==> config.mk <==
export PLATFORM = sky130hd
export DESIGN_NAME = fetch
export DESIGN_NICKNAME = d
export VERILOG_FILES = /design/src/rtl/cpu_defs_pkg.sv /design/src/rtl/fetch_queue.sv /design/src/rtl/fetch.sv
export SDC_FILE = /design/constraint.sdc
export NUM_CORES = 1
export LEC_CHECK = 0
export BUFFER_PORTS_ARGS = -buffer_cell sky130_fd_sc_hd__buf_2
export CAP_MARGIN = 10
export CORE_MARGIN = 4
export CORE_UTILIZATION = 42
export DETAILED_ROUTE_END_ITERATION = 10
export PLACE_DENSITY = 0.7
export SLEW_MARGIN = 20
export SYNTH_ARGS = -nofsm -noshare
export SYNTH_HDL_FRONTEND = slang
export SYNTH_SLANG_ARGS = --single-unit
==> constraint.sdc <==
create_clock -name clk -period 4.6 [get_ports clk]
set_input_delay 0.46 -clock clk [delete_from_list [all_inputs] [get_ports clk]]
set_output_delay 0.46 -clock clk [all_outputs]
set_load 0.03 [all_outputs]
==> src/rtl/cpu_defs_pkg.sv <==
// rtl/cpu_defs_pkg.sv - shared CPU widths and the fetch-queue entry type
package cpu_defs;

  localparam int unsigned XLEN        = 64;
  localparam int unsigned ILEN        = 32;
  localparam int unsigned INSTR_BYTES = 4;

  // One fetch-queue slot: the request address, the returned instruction,
  // and whether the instruction has come back yet.
  typedef struct packed {
    logic [XLEN-1:0] pc;
    logic [ILEN-1:0] instr;
    logic            filled;
  } fetch_entry_t;

endpackage

==> src/rtl/fetch_queue.sv <==
// rtl/fetch_queue.sv - in-order fetch buffer with allocate, fill and pop pointers
module fetch_queue
  import cpu_defs::*;
#(
  parameter  int unsigned BUF_DEPTH = 2,
  localparam int unsigned PTR_W     = (BUF_DEPTH > 1) ? $clog2(BUF_DEPTH) : 1,
  localparam int unsigned CNT_W     = $clog2(BUF_DEPTH + 1)
) (
  input  logic             clk,
  input  logic             rst,
  input  logic             flush_i,
  input  logic             alloc_i,
  input  logic [XLEN-1:0]  alloc_pc_i,
  input  logic             fill_i,
  input  logic [ILEN-1:0]  fill_instr_i,
  input  logic             pop_i,
  output fetch_entry_t     head_o,
  output logic [CNT_W-1:0] count_o,
  output logic [CNT_W-1:0] unfilled_o
);

  fetch_entry_t     entries_q [BUF_DEPTH];
  logic [PTR_W-1:0] head_q, head_d;
  logic [PTR_W-1:0] tail_q, tail_d;
  logic [PTR_W-1:0] fill_q, fill_d;
  logic [CNT_W-1:0] count_q, count_d;
  logic [CNT_W-1:0] unfilled_q, unfilled_d;
  logic             fill_ok;

  function automatic logic [PTR_W-1:0] ptr_inc(input logic [PTR_W-1:0] p);
    return (p == PTR_W'(BUF_DEPTH - 1)) ? '0 : p + 1'b1;
  endfunction

  // unfilled_q only counts entries allocated in earlier cycles, so a response
  // can never land in a slot allocated this cycle; strays are ignored.
  assign fill_ok = fill_i && (unfilled_q != '0);

  // Pointer and occupancy next-state; a flush empties everything.
  always_comb begin
    head_d     = head_q;
    tail_d     = tail_q;
    fill_d     = fill_q;
    count_d    = count_q + CNT_W'(alloc_i) - CNT_W'(pop_i);
    unfilled_d = unfilled_q + CNT_W'(alloc_i) - CNT_W'(fill_ok);
    if (alloc_i) tail_d = ptr_inc(tail_q);
    if (fill_ok) fill_d = ptr_inc(fill_q);
    if (pop_i)   head_d = ptr_inc(head_q);
    if (flush_i) begin
      head_d     = '0;
      tail_d     = '0;
      fill_d     = '0;
      count_d    = '0;
      unfilled_d = '0;
    end
  end

  // Pointer and counter registers.
  always_ff @(posedge clk) begin
    if (rst) begin
      head_q     <= '0;
      tail_q     <= '0;
      fill_q     <= '0;
      count_q    <= '0;
      unfilled_q <= '0;
    end else begin
      head_q     <= head_d;
      tail_q     <= tail_d;
      fill_q     <= fill_d;
      count_q    <= count_d;
      unfilled_q <= unfilled_d;
    end
  end

  // Entry storage; popped slots are zeroed so an empty queue reads 0.
  // Pop, alloc and fill always target distinct slots when they coincide.
  always_ff @(posedge clk) begin
    if (rst || flush_i) begin
      for (int i = 0; i < BUF_DEPTH; i++) entries_q[i] <= '0;
    end else begin
      if (pop_i) entries_q[head_q] <= '0;
      if (alloc_i) entries_q[tail_q] <= '{pc: alloc_pc_i, instr: '0, filled: 1'b0};
      if (fill_ok) begin
        entries_q[fill_q].instr  <= fill_instr_i;
        entries_q[fill_q].filled <= 1'b1;
      end
    end
  end

  assign head_o     = entries_q[head_q];
  assign count_o    = count_q;
  assign unfilled_o = unfilled_q;

endmodule

==> src/rtl/fetch.sv <==
// rtl/fetch.sv - instruction-fetch stage: issue, response drop on redirect, decode handshake
module fetch #(
  parameter int unsigned XLEN      = cpu_defs::XLEN,
  parameter int unsigned ILEN      = cpu_defs::ILEN,
  parameter int unsigned BUF_DEPTH = 2
) (
  input  logic            clk,
  input  logic            rst,
  input  logic [XLEN-1:0] pc,
  input  logic            execute_i_is_jump,
  output logic            imem_req_valid,
  output logic [XLEN-1:0] imem_req_addr,
  input  logic            imem_req_ready,
  input  logic            imem_resp_valid,
  input  logic [ILEN-1:0] imem_resp_instr,
  output logic [XLEN-1:0] fetch_i_pre_pc,
  output logic            fetch_o_valid,
  output logic [ILEN-1:0] fetch_o_instr,
  output logic [XLEN-1:0] fetch_o_pc,
  output logic [XLEN-1:0] fetch_o_pre_pc,
  input  logic            decode_i_ready
);

  localparam int unsigned CNT_W = $clog2(BUF_DEPTH + 1);

  cpu_defs::fetch_entry_t head;
  logic [CNT_W-1:0]       count;
  logic [CNT_W-1:0]       unfilled;
  logic [CNT_W-1:0]       drop_cnt_q, drop_cnt_d;
  logic                   accept;
  logic                   resp_drop;
  logic                   resp_fill;
  logic                   resp_legal;
  logic                   pop;

  // Outstanding requests are live entries plus responses still owed to a
  // flushed stream; both share the same BUF_DEPTH budget. No bypass: a full
  // queue blocks issue even in a cycle that pops.
  assign imem_req_valid = !rst && !execute_i_is_jump &&
                          (({1'b0, count} + {1'b0, drop_cnt_q}) < (CNT_W + 1)'(BUF_DEPTH));
  assign imem_req_addr  = pc;
  assign accept         = imem_req_valid && imem_req_ready;
  assign fetch_i_pre_pc = accept ? pc + XLEN'(cpu_defs::INSTR_BYTES) : pc;

  // A response belongs to the flushed stream while drop_cnt is nonzero.
  assign resp_drop  = imem_resp_valid && (drop_cnt_q != '0);
  assign resp_fill  = imem_resp_valid && (drop_cnt_q == '0) && !execute_i_is_jump;
  assign resp_legal = imem_resp_valid && ((drop_cnt_q != '0) || (unfilled != '0));

  assign fetch_o_valid  = !execute_i_is_jump && (count != '0) && head.filled;
  assign pop            = fetch_o_valid && decode_i_ready;
  assign fetch_o_instr  = head.instr;
  assign fetch_o_pc     = head.pc;
  assign fetch_o_pre_pc = (count != '0) ? head.pc + XLEN'(cpu_defs::INSTR_BYTES) : '0;

  // On redirect every unfilled entry becomes a response to discard; a
  // response arriving in the redirect cycle is itself discarded.
  always_comb begin
    drop_cnt_d = drop_cnt_q;
    if (execute_i_is_jump) begin
      drop_cnt_d = drop_cnt_q + unfilled;
      if (resp_legal) drop_cnt_d = drop_cnt_d - CNT_W'(1);
    end else if (resp_drop) begin
      drop_cnt_d = drop_cnt_q - CNT_W'(1);
    end
  end

  // Discard counter register.
  always_ff @(posedge clk) begin
    if (rst) drop_cnt_q <= '0;
    else     drop_cnt_q <= drop_cnt_d;
  end

  fetch_queue #(
    .BUF_DEPTH(BUF_DEPTH)
  ) u_queue (
    .clk         (clk),
    .rst         (rst),
    .flush_i     (execute_i_is_jump),
    .alloc_i     (accept),
    .alloc_pc_i  (pc),
    .fill_i      (resp_fill),
    .fill_instr_i(imem_resp_instr),
    .pop_i       (pop),
    .head_o      (head),
    .count_o     (count),
    .unfilled_o  (unfilled)
  );

endmodule

Word-level counts from Yosys, hierarchy flattened
Memories as Yosys holds them, arrays and structs flattened. A register that Yosys moved wholly into a read port is not among the register bits. Index checks and enable logic that the tools add are counted. Widths: inputs -> output; s select.

Output and inout port bits: 290. Flip-flop bits (word level): 9. Memories: 1. Memory bits (writable): 194. Logic and storage cells: 71.

Multiplexer cells: 27. Reductions and logical operators: 23. Add/sub/neg operators: 13. $lt $le $gt $ge: 1.

Memories: u_queue.entries_q (depth 2, bits a word 97, read ports 1, clocked after Yosys merged registers in 1, write ports 3, RTL line fetch_queue.sv:22) `fetch_entry_t entries_q [BUF_DEPTH];`.

Operator list (number): $mux 97 (2); $reduce_or 97->1 (2); $add 64x3->64 const B (2); $mux 64 (2); $mux 1 (20); $logic_and 1x1->1 (11); $reduce_bool 2->1 (4); $mux 2 (3); $add 2x1->2 (2); $sub 2x1->2 (2); $sub 2x1->2 const B (2); $add 1x1->1 const B (3); $add 2x2->3 (1); $lt 3x2->1 const B (1); $add 2x2->2 (1); $logic_not 1->1 (2); $logic_not 2->1 (1); $logic_or 1x1->1 (2); $reduce_or 2->1 (1).

Logic depth before layout (Yosys ltp)
Gate-level depths: netlist (run 1).

Depth after elaboration: 9. Depth in mapped cells: 15. Gate-level depth less buffers: 10.

By module
Synthesis (run 1) repeated with hierarchy kept, for this count alone.

Cell total of the unflattened synthesis: 1139. Area total of the unflattened synthesis: 12368.1 um^2.

By module, submodules not included: fetch_queue (cells an instance 564, area an instance 8784.7 um^2, sequential area each 5965.7 um^2, times used 1); fetch (cells an instance 575, area an instance 3583.4 um^2, sequential area each 40.0 um^2, times used 1).

Least setup slack after synthesis (run 1)
Ideal clock, no wire load.

Path kind: reg-to-reg. From: register drop_cnt_q[0]. To: memory u_queue.entries_q[1][10] (netlist bit), enable pin. Cell stages (with the launch flop): 9. Setup slack: -0.413 ns. Setup time: 0.394 ns. Data arrival time: 4.619 ns. Path buffers: 1. Data required time: 4.206 ns. Cells stage by stage: dfxtp_1 -> inv_1 -> nor2_1 -> fa_1 -> nor4_2 -> and3_1 -> clkbuf_1 -> a211o_1 -> nand2b_1.

RTL lines: start: declaration (RTL line fetch.sv:29) `logic [CNT_W-1:0] drop_cnt_q, drop_cnt_d;`; start signal: assignment (RTL line fetch.sv:71) `else drop_cnt_q <= drop_cnt_d;`; end: declaration (RTL line fetch_queue.sv:22).

==> flow_summary.json, run 1 <==
{
  "fmax_mhz": 240,
  "cts_made_buffers": 23,
  "fin_nets": 1657,
  "ioPinCount": 392,
  "first_iter_violations": 648,
  "gp_congestion": 0.895,
  "row_count": 63,
  "worstPathMaxFanout": 30,
  "yosysWarnings": 0,
  "die_w_um": 182,
  "area_growth_pct": 21.8,
  "clk_pin_slew_ps": 60,
  "ys_types": 59,
  "clk_latency_ps": 510,
  "clk_path_buf_depth": 3,
  "drive_gt1_share_pct": 35.1,
  "num-fill-cells": 2727,
  "start_util_pct": 42.8,
  "irDropWorstVdd_v": 0.000354,
  "synth-edff-count": 192,
  "avgSynthCellArea_um2": 10.4,
  "final_hold_viol_count": 0,
  "cts_tree": "built",
  "synth_top_cell_area_share_pct": 45.3,
  "worst_pin_slew_ps": 768,
  "h-tree-depth": 1,
  "final_common_cell": "buf_2",
  "endpoint_kind": "output port",
  "antenna_cells": 0,
  "finalCritPeriodShare_pct": 90.6,
  "grt_pass1_vias": 10274,
  "cp.required_ps": 4140,
  "power.static_leakage_nw": 6.75,
  "synthCells": 1223,
  "overflow": 0,
  "min_path_type": "in -> reg",
  "fin_tns_setup_ps": 0,
  "dp_hpwl_um": 29100,
  "start_kind": "register",
  "avgRoutedWirePerCell_um": 20.4,
  "status": "finished clean",
  "grt_max_degree": 64,
  "drt_wl_total_um": 39700,
  "grt_pass1_wl_um": 59800,
  "whs_ps": 217,
  "die_area_um2": 33200,
  "cts_resized": 0,
  "post_cts_buffers": 0,
  "via_per_inst": 5.36,
  "slew_violations": 0,
  "slew_headroom_pct": 48.8,
  "synth_top_area_cell": "edfxtp_1",
  "vias": 10470,
  "die_h_um": 182,
  "power_density_nw_per_um2": 315,
  "grt_util_all_layers_pct": 22.7,
  "io_buffers": 391,
  "grt_antenna_before_repair": 2,
  "cts.sinks": 204,
  "cts_hold_repair.buffers": 0,
  "synth_fp_nets": 1334,
  "synth_top_flop_cell": "edfxtp_1",
  "synth_area_leaders": "edfxtp_1 45%, and2_1 9.6%, mux2_2 6.5%, xnor2_1 4.7%, buf_4 4.1%",
  "async_flop_share_pct": 0,
  "rsz0062_at_grt": "false",
  "fin_crit_ps": 4170,
  "worstPathArrival_ps": 3710,
  "core_area_um2": 29800,
  "cts-root-buf": "clkbuf_16",
  "ant_nets": 0,
  "post-route-util_pct": 52.1,
  "path_class": "reg -> out",
  "drt_first_pass_iters": 5,
  "layout_common_cells": "391 x buf_2, 195 x and2_1, 192 x edfxtp_1",
  "timing.final.setup_violations": 0,
  "clock_skew_ps": 8.58,
  "detail_route.drc_violations": 0,
  "placedCellCount": 1905,
  "yosysSeqAreaShare_pct": 47.1,
  "drv_cap": 0,
  "netlist_area_um2": 12700,
  "layoutNonFillerInstCount": 1952,
  "ys_seq_elements": 204
}
[per-layer routing]
| metal | global-route usage (%) | share of wire, % |
|---|---|---|
| met5 | 0 | 0.053 |
| met4 | 5.52 | 2.7 |
| met3 | 3.95 | 7.4 |
| met2 | 38.7 | 48 |
| met1 | 30.4 | 42 |
[cell families (layout without fill, tap and decap cells)]
group                      Yosys count  in the layout  share of synthesized area (%)
and+or+nand+nor                    573            573                           25.4
buffers and inverters              156            495                           6.81
muxes                               94             94                           8.11
AOI/OAI and AO/OA                   83             83                           4.44
xor gates and xnor gates           104            104                           7.15
adders and majority gates            9              9                          0.943
DFF                                204            204                           47.1
[state kept, by name, summed over array words and instances (netlist names), named ones only]
name,count
u_queue.tail_q,1
u_queue.fill_q,1
u_queue.count_o,2
drop_cnt_q,2
u_queue.entries_q,194
u_queue.head_q,1
u_queue.unfilled_o,2
[synth_stat cells (3+ instances only)]
| library cell | number |
|---|---|
| nor2b_1 | 5 |
| a21oi_1 | 17 |
| edfxtp_1 | 192 |
| o211ai_1 | 3 |
| mux2i_1 | 20 |
| nor4_1 | 9 |
| nor3_1 | 38 |
| a32o_1 | 3 |
| a22oi_1 | 5 |
| nand3b_1 | 14 |
| ha_1 | 8 |
| buf_4 | 69 |
| inv_1 | 34 |
| buf_2 | 12 |
| a31oi_1 | 13 |
| nor2_1 | 83 |
| and2_1 | 195 |
| a21o_1 | 8 |
| and3_1 | 22 |
| or2_2 | 3 |
| nor3_2 | 3 |
| nand4_1 | 32 |
| or3_1 | 5 |
| xnor2_1 | 68 |
| or4_1 | 4 |
| a211oi_1 | 7 |
| buf_1 | 3 |
| xor2_1 | 36 |
| nor4_2 | 3 |
| nor3b_1 | 3 |
| o22ai_1 | 6 |
| and4_1 | 13 |
| nand2b_1 | 9 |
| mux2_2 | 74 |
| dfxtp_1 | 12 |
| nand3_1 | 44 |
| o21ai_0 | 9 |
| nand4b_1 | 9 |
| clkbuf_1 | 36 |
| nand2_1 | 71 |
[cell type report]
type	instances	area, um^2	share of cell area, %
Clock buffer	33	633	4.08
Clock inverter	8	169	1.09
Inverter	35	131	0.847
Multi-Input combinational cell	863	5890	38.0
Sequential cell	204	6010	38.7
Tap cell	390	488	3.15
Timing Repair Buffer	419	2190	14.1
[critical path: stages, from the launching register on]
cell and delay, ps:
dfxtp_4 620, mux2_2 270, ha_1 220, nand4b_1 140
a21o_1 270, nand4b_1 440, buf_4 320, nor2_1 360
a31oi_1 140, nor3_1 190, buf_2 230
[per-stage QoR]
| step | total power, W | area (um^2) | setup WS, ps |
|---|---|---|---|
| CTS | 0.00492 | 15500 | 145 |
| finish | 0.00488 | 15500 | 431 |
| global placement | 0.00296 | 14700 | 792 |
| floorplan | 0.00271 | 12700 | 105 |
| detailed placement | 0.00297 | 14700 | 721 |
| global route | 0.00506 | 15500 | 159 |
[worst paths after layout]
path | start | end | slack (ps) | cells past startpoint
max reg2reg | register | u_queue.entries_q[0][35]$_SDFFCE_PN0P_ | 1170 | 8
min reg2reg | u_queue.entries_q[0][0]$_SDFFE_PP1P_ | u_queue.entries_q[0][0]$_SDFFE_PP1P_ | 460 | 1
min | rst | drop_cnt_q[1]$_SDFFE_PP0P_ | 220 | 2
max | register | fetch_o_pre_pc[50] | 430 | 10
[power by group]
group | internal [W] | leakage (nW) | switching (W)
Combinational | 0.000222 | 4.12 | 0.000530
Sequential | 0.00212 | 2.24 | 0.0000478
Clock | 0.00123 | 0.390 | 0.000724
(Power assumes the default switching activity.)
==> run 2: changes to the inputs <==
--- a/config.mk
+++ b/config.mk
@@ -10,5 +10,5 @@
 export CORE_MARGIN = 4
-export CORE_UTILIZATION = 42
+export CORE_UTILIZATION = 40
 export DETAILED_ROUTE_END_ITERATION = 10
-export PLACE_DENSITY = 0.7
+export PLACE_DENSITY = 0.67
 export SLEW_MARGIN = 20
==> constraint.sdc (replaced) <==
create_clock -name clk -period 4.6 [get_ports clk]
set_input_delay 0.69 -clock clk [delete_from_list [all_inputs] [get_ports clk]]
set_output_delay 0.69 -clock clk [all_outputs]
set_load 0.03 [all_outputs]
==> run 2 against run 1 <==
Compared with the run above:
- final area decreased by 0.27%
- global-route usage decreased by 1.0 points
- critical path depth decreased by 2
- setup slack got worse by 230 ps
- final cell count increased by 0.51%
- fmax decreased by 5.2%
- first-iteration DRC count decreased by 4.6%
- via count decreased by 1.2%
- count of clock-buffer cells in the layout decreased by 6
- routed wire length increased by 0.65%
- die area increased by 4.8%
==> flow_summary.json, run 2 (synthesized netlist as in run 1, its figures left out) <==
{
  "p_total_w": 0.00475,
  "ioPinCount": 392,
  "regMostFlops": "u_queue.entries_q",
  "fin_nets": 1653,
  "drv_cap": 0,
  "path_class": "reg -> out",
  "worstPathMaxFanout": 98,
  "slew_headroom_pct": 34.2,
  "grt_pass1_wl_um": 60100,
  "num-fill-cells": 2938,
  "drt_first_pass_iters": 5,
  "via_per_inst": 5.27,
  "area_growth_pct": 21.4,
  "row_count": 65,
  "timing.final.ws_setup_ps": 201,
  "clk_pin_slew_ps": 60,
  "cts_made_buffers": 24,
  "largest_reg_flops": 194,
  "core_area_um2": 31500,
  "min_path_type": "in -> reg",
  "io_buffers": 391,
  "cts_tree": "built",
  "hold_path_depth": 2,
  "placed_area_um2": 14700,
  "grt_util_all_layers_pct": 21.7,
  "finalCritPeriodShare_pct": 95.6,
  "layout_common_cells": "391 x buf_2, 195 x and2_1, 192 x edfxtp_1",
  "r2r_end": "u_queue.entries_q[0][78]$_SDFFCE_PN0P_",
  "start_util_pct": 40.5,
  "cts.sinks": 204,
  "power_density_nw_per_um2": 307,
  "power.static_leakage_nw": 6.72,
  "grt_max_degree": 99,
  "die_area_um2": 34800,
  "endpoint_kind": "output port",
  "fin_tns_setup_ps": 0,
  "clock_skew_ps": 11.8,
  "status": "finished clean",
  "irDropWorstVdd_v": 0.000219,
  "final_hold_viol_count": 0,
  "cts-root-buf": "clkbuf_16",
  "worst_pin_slew_ps": 986,
  "post-route-util_pct": 49.1,
  "worstPathArrival_ps": 3710,
  "final_common_cell": "buf_2",
  "drt_wl_total_um": 40000,
  "h-tree-depth": 1,
  "fmax_mhz": 227,
  "vias": 10341,
  "gp_congestion": 0.920,
  "fin_area_um2": 15500,
  "die_w_um": 186,
  "min_to": "drop_cnt_q[0]$_SDFFE_PP0P_",
  "timing.final.setup_violations": 0,
  "ant_nets": 0,
  "clk_latency_ps": 520,
  "rsz0062_at_grt": "false",
  "avgRoutedWirePerCell_um": 20.4,
  "clk_path_buf_depth": 3,
  "overflow": 0,
  "cp.required_ps": 3910,
  "die_h_um": 186,
  "r2r_slack_ps": 1100,
  "holdCritStartpoint": "rst",
  "fin_crit_ps": 4400,
  "grt_pass1_vias": 10216,
  "r2r_cells": 8,
  "dp_hpwl_um": 29200,
  "slew_violations": 0,
  "start_kind": "register",
  "pre_cts_slack_ps": 593,
  "first_iter_violations": 618,
  "drive_gt1_share_pct": 35.1,
  "grt_antenna_before_repair": 2,
  "detail_route.drc_violations": 0
}
run 2: cell count changes in the layout (fill, tap and decap cells not counted), moves of 2 or more:
cell	previous run	this run
buf_4	26	21
clkinvlp_4	0	2
bufinv_16	5	2
nor3_1	37	34
clkinv_1	0	6
clkinv_2	2	5
clkbuf_1	8	3
nor3_2	4	6
clkbuf_8	2	0
run 2: critical path: stages, from the launching register on:
cell      delay (ps)
dfxtp_4          420
buf_12           350
nand4_1          310
a211oi_4         460
nand3_2          240
or4_1            590
or4_1            410
nand2_1          110
buf_2            210
run 2: worst max-delay path by stage:
stage,endpoint,depth (start not counted)
after floorplan,fetch_o_pre_pc[58],14
after global placement,fetch_i_pre_pc[51],8
after detailed placement,fetch_i_pre_pc[51],8
after CTS,fetch_i_pre_pc[51],12
after global routing,fetch_o_pre_pc[53],8
final,fetch_o_pre_pc[53],8
run 2: metal layers:
metal	wire [um]	vias to the layer above	GRT usage [%]
met3	3140	58	5.29
met1	17100	4969	28.4
li1	-	4926	-
met2	19000	384	36.7
met5	26	-	0
met4	803	4	4.98
run 2: repair_timing:
| action | in CTS | in global routing |
|---|---|---|
| endpoints found under the setup margin | 0 | 12 |
| hold buffers | 0 | 0 |
| resized for setup | 0 | 2 |
| setup buffers | 0 | 0 |
run 2: power breakdown:
group	internal, W	total (W)	switching [W]
combinational	0.000222	0.000756	0.000534
sequential	0.00212	0.00217	0.0000475
clock	0.00107	0.00182	0.000753
run 2: cell type report:
class / count / area (um^2) / share of cell area (%)
antenna: 1 / 2.50 / 0.0162
clock buffer: 27 / 612 / 3.96
clock inverter: 16 / 139 / 0.898
inverter: 35 / 131 / 0.849
multi-input combinational: 863 / 5920 / 38.3
sequential: 204 / 6010 / 38.8
tap: 402 / 503 / 3.25
timing repair buffer: 414 / 2150 / 13.9
run 2: through the flow:
| stage | cells | hold slack [ps] |
|---|---|---|
| 2_1_floorplan | 1223 | 426 |
| 3_3_place_gp | 1918 | 442 |
| 3_5_place_dp | 1918 | 460 |
| 4_1_cts | 1961 | 430 |
| 5_1_grt | 1961 | 445 |
| 6_report | 1962 | 453 |
==> run 3: changes to the inputs <==
- ABC_AREA: unset -> 1
- PLACE_DENSITY: 0.67 -> 0.66
- SLEW_MARGIN: 20 -> unset
==> run 3 against run 2 <==
Compared with the run above:
- setup slack improved by 150 ps
- routed wire length rose by 40%
- critical endpoint is now fetch_i_pre_pc[45]
- hold slack got worse by 75 ps
- sequential share of layout area fell by 4.5 points
- final area rose by 13%
- area after synthesis rose by 16%
- clock power barely moved
- via count rose by 44%
- fmax rose by 3.5%
==> flow_summary.json, run 3 <==
{
  "power.static_leakage_nw": 8.66,
  "timing.final.ws_setup_ps": 349,
  "start_util_pct": 40.5,
  "yosysSeqAreaShare_pct": 40.5,
  "ant_nets": 0,
  "die_area_um2": 40200,
  "die_h_um": 200,
  "synth_top_family_by_area": "simple AND/OR/NAND/NOR gates",
  "slew_headroom_pct": 46.6,
  "cts-root-buf": "clkbuf_16",
  "drt_wl_total_um": 56200,
  "power_density_nw_per_um2": 282,
  "netlist_area_um2": 14800,
  "synthMuxAreaShare_pct": 0,
  "synth_fp_nets": 2313,
  "largest_reg_flops": 194,
  "r2r_cells": 11,
  "timing.final.setup_violations": 0,
  "ioPinCount": 392,
  "io_buffers": 391,
  "clk_latency_ps": 500,
  "cts_tree": "built",
  "first_iter_violations": 1263,
  "min_path_type": "in -> reg",
  "worstPathMaxFanout": 6,
  "grt_max_degree": 137,
  "avgSynthCellArea_um2": 6.73,
  "antenna_cells": 0,
  "ys_seq_elements": 204,
  "start_kind": "register",
  "irDropWorstVdd_v": 0.000213,
  "synth.most_common_cell": "nand2_1",
  "worstPathArrival_ps": 3560,
  "avgRoutedWirePerCell_um": 18.8,
  "clk_path_buf_depth": 3,
  "fin_nets": 2622,
  "hold_path_depth": 2,
  "core_area_um2": 36600,
  "placedCellCount": 2956,
  "slew_violations": 0,
  "synth_top_cell_area_share_pct": 38.9,
  "grt_util_all_layers_pct": 26.6,
  "fmax_mhz": 235,
  "drive_gt1_share_pct": 20.2,
  "cts_made_buffers": 21,
  "row_count": 70,
  "die_w_um": 200,
  "vias": 14857,
  "pre_cts_slack_ps": 875,
  "drt_first_pass_iters": 5,
  "ys_types": 38,
  "fin_crit_ps": 4250,
  "rsz0062_at_grt": "false",
  "final_hold_viol_count": 0,
  "drv_cap": 0,
  "area_growth_pct": 17.9,
  "layout_common_cells": "699 x nand2_1, 477 x nor2_1, 391 x buf_2",
  "cts_resized": 0,
  "yosys.area_share.simple_pct": 37.6,
  "detail_route.drc_violations": 0,
  "synth_top_area_cell": "edfxtp_1",
  "cts.sinks": 204,
  "synth-compound-area-share_pct": 3.09,
  "worst_pin_slew_ps": 801,
  "regMostFlops": "u_queue.entries_q",
  "r2r_slack_ps": 1100,
  "cp.required_ps": 3910,
  "h-tree-depth": 1,
  "clk_pin_slew_ps": 60,
  "synth-edff-count": 192,
  "status": "finished clean",
  "grt_pass1_wl_um": 84200,
  "fin_tns_setup_ps": 0,
  "synth_area_leaders": "edfxtp_1 39%, nand2_1 18%, nor2_1 12%, inv_1 8.6%, xor2_1 3.4%",
  "via_per_inst": 4.96,
  "grt_use_met3_pct": 3.52,
  "finalCritPeriodShare_pct": 92.4,
  "synth_common_cells": "700 x nand2_1, 478 x nor2_1, 340 x inv_1",
  "grt_antenna_before_repair": 0,
  "cts_hold_repair.buffers": 0,
  "overflow": 0,
  "final_common_cell": "nand2_1",
  "grtUsageMet2_pct": 42.8,
  "async_flop_share_pct": 0,
  "grt_pass1_vias": 14218,
  "layoutNonFillerInstCount": 2994,
  "yosys.area_share.adder_pct": 0.811,
  "post_cts_buffers": 0,
  "global_route.usage.met1_pct": 37.7,
  "clock_skew_ps": 20.5,
  "synth_xor_area_share_pct": 3.66,
  "synthCells": 2202,
  "gp_congestion": 0.974,
  "synth_top_flop_cell": "edfxtp_1",
  "dp_hpwl_um": 45000,
  "gr-max-usage-layer": "met2",
  "endpoint_kind": "output port",
  "path_class": "reg -> out",
  "yosysWarnings": 0
}
run 3: final timing paths:
kind / from / end
max: u_queue.count_o[0]$_SDFF_PP0_ / fetch_i_pre_pc[45]
max reg2reg: u_queue.count_o[0]$_SDFF_PP0_ / u_queue.entries_q[0][14]$_SDFFCE_PN0P_
min: rst / drop_cnt_q[0]$_SDFFE_PP0P_
min reg2reg: u_queue.entries_q[1][0]$_SDFFE_PP1P_ / u_queue.entries_q[1][0]$_SDFFE_PP1P_
run 3: routing by layer:
| metal | part of all wire, % | up-vias |
|---|---|---|
| met5 | 0 | - |
| met4 | 3.2 | 0 |
| met3 | 7.7 | 73 |
| met2 | 45 | 651 |
| met1 | 44 | 6852 |
| li1 | - | 7281 |
run 3: area by class of cell:
cell class              count  area (um^2)
inverters                 348         1310
clock buffers              25          541
repair buffers            406         2120
flip-flops and latches    204         6010
well taps                 468          586
multi-input cells        1530         6720
clock inverters            13          195
fillers                  3797        19100
run 3: stage by stage:
stage	power [W]	hold WS (ps)	area [um^2]	utilization, %
after floorplan	0.00280	419	14800	-
after global placement	0.00314	429	16700	45.7
after detailed placement	0.00314	448	16700	45.7
after CTS	0.00495	359	17500	47.7
after global routing	0.00510	374	17500	47.7
final	0.00492	378	17500	47.7
run 3: kinds of logic after synthesis:
| family | count (synthesis) |
|---|---|
| DFF | 204 |
| and+or+nand+nor | 1375 |
| buffers and inverters | 468 |
| AOI/OAI and AO/OA | 84 |
| xor gates and xnor gates | 62 |
| adders and majority gates | 9 |
run 3: where the power goes:
part           switching [W]  internal [W]
combinational       0.000734      0.000224
sequential         0.0000302       0.00212
clock               0.000689       0.00112
run 3: critical path, stage by stage (launching register included):
cell and delay [ps]:
dfxtp_1 410, nand2_1 70, inv_1 70, fa_1 430, nor2_1 140, nand3_2 230
nor2_1 300, nand2_1 90, nor2_1 200, nand2_1 150, nor2_1 360, nand2_1 180
nor2_1 130, nand2_1 60, nand2_1 60, buf_2 190
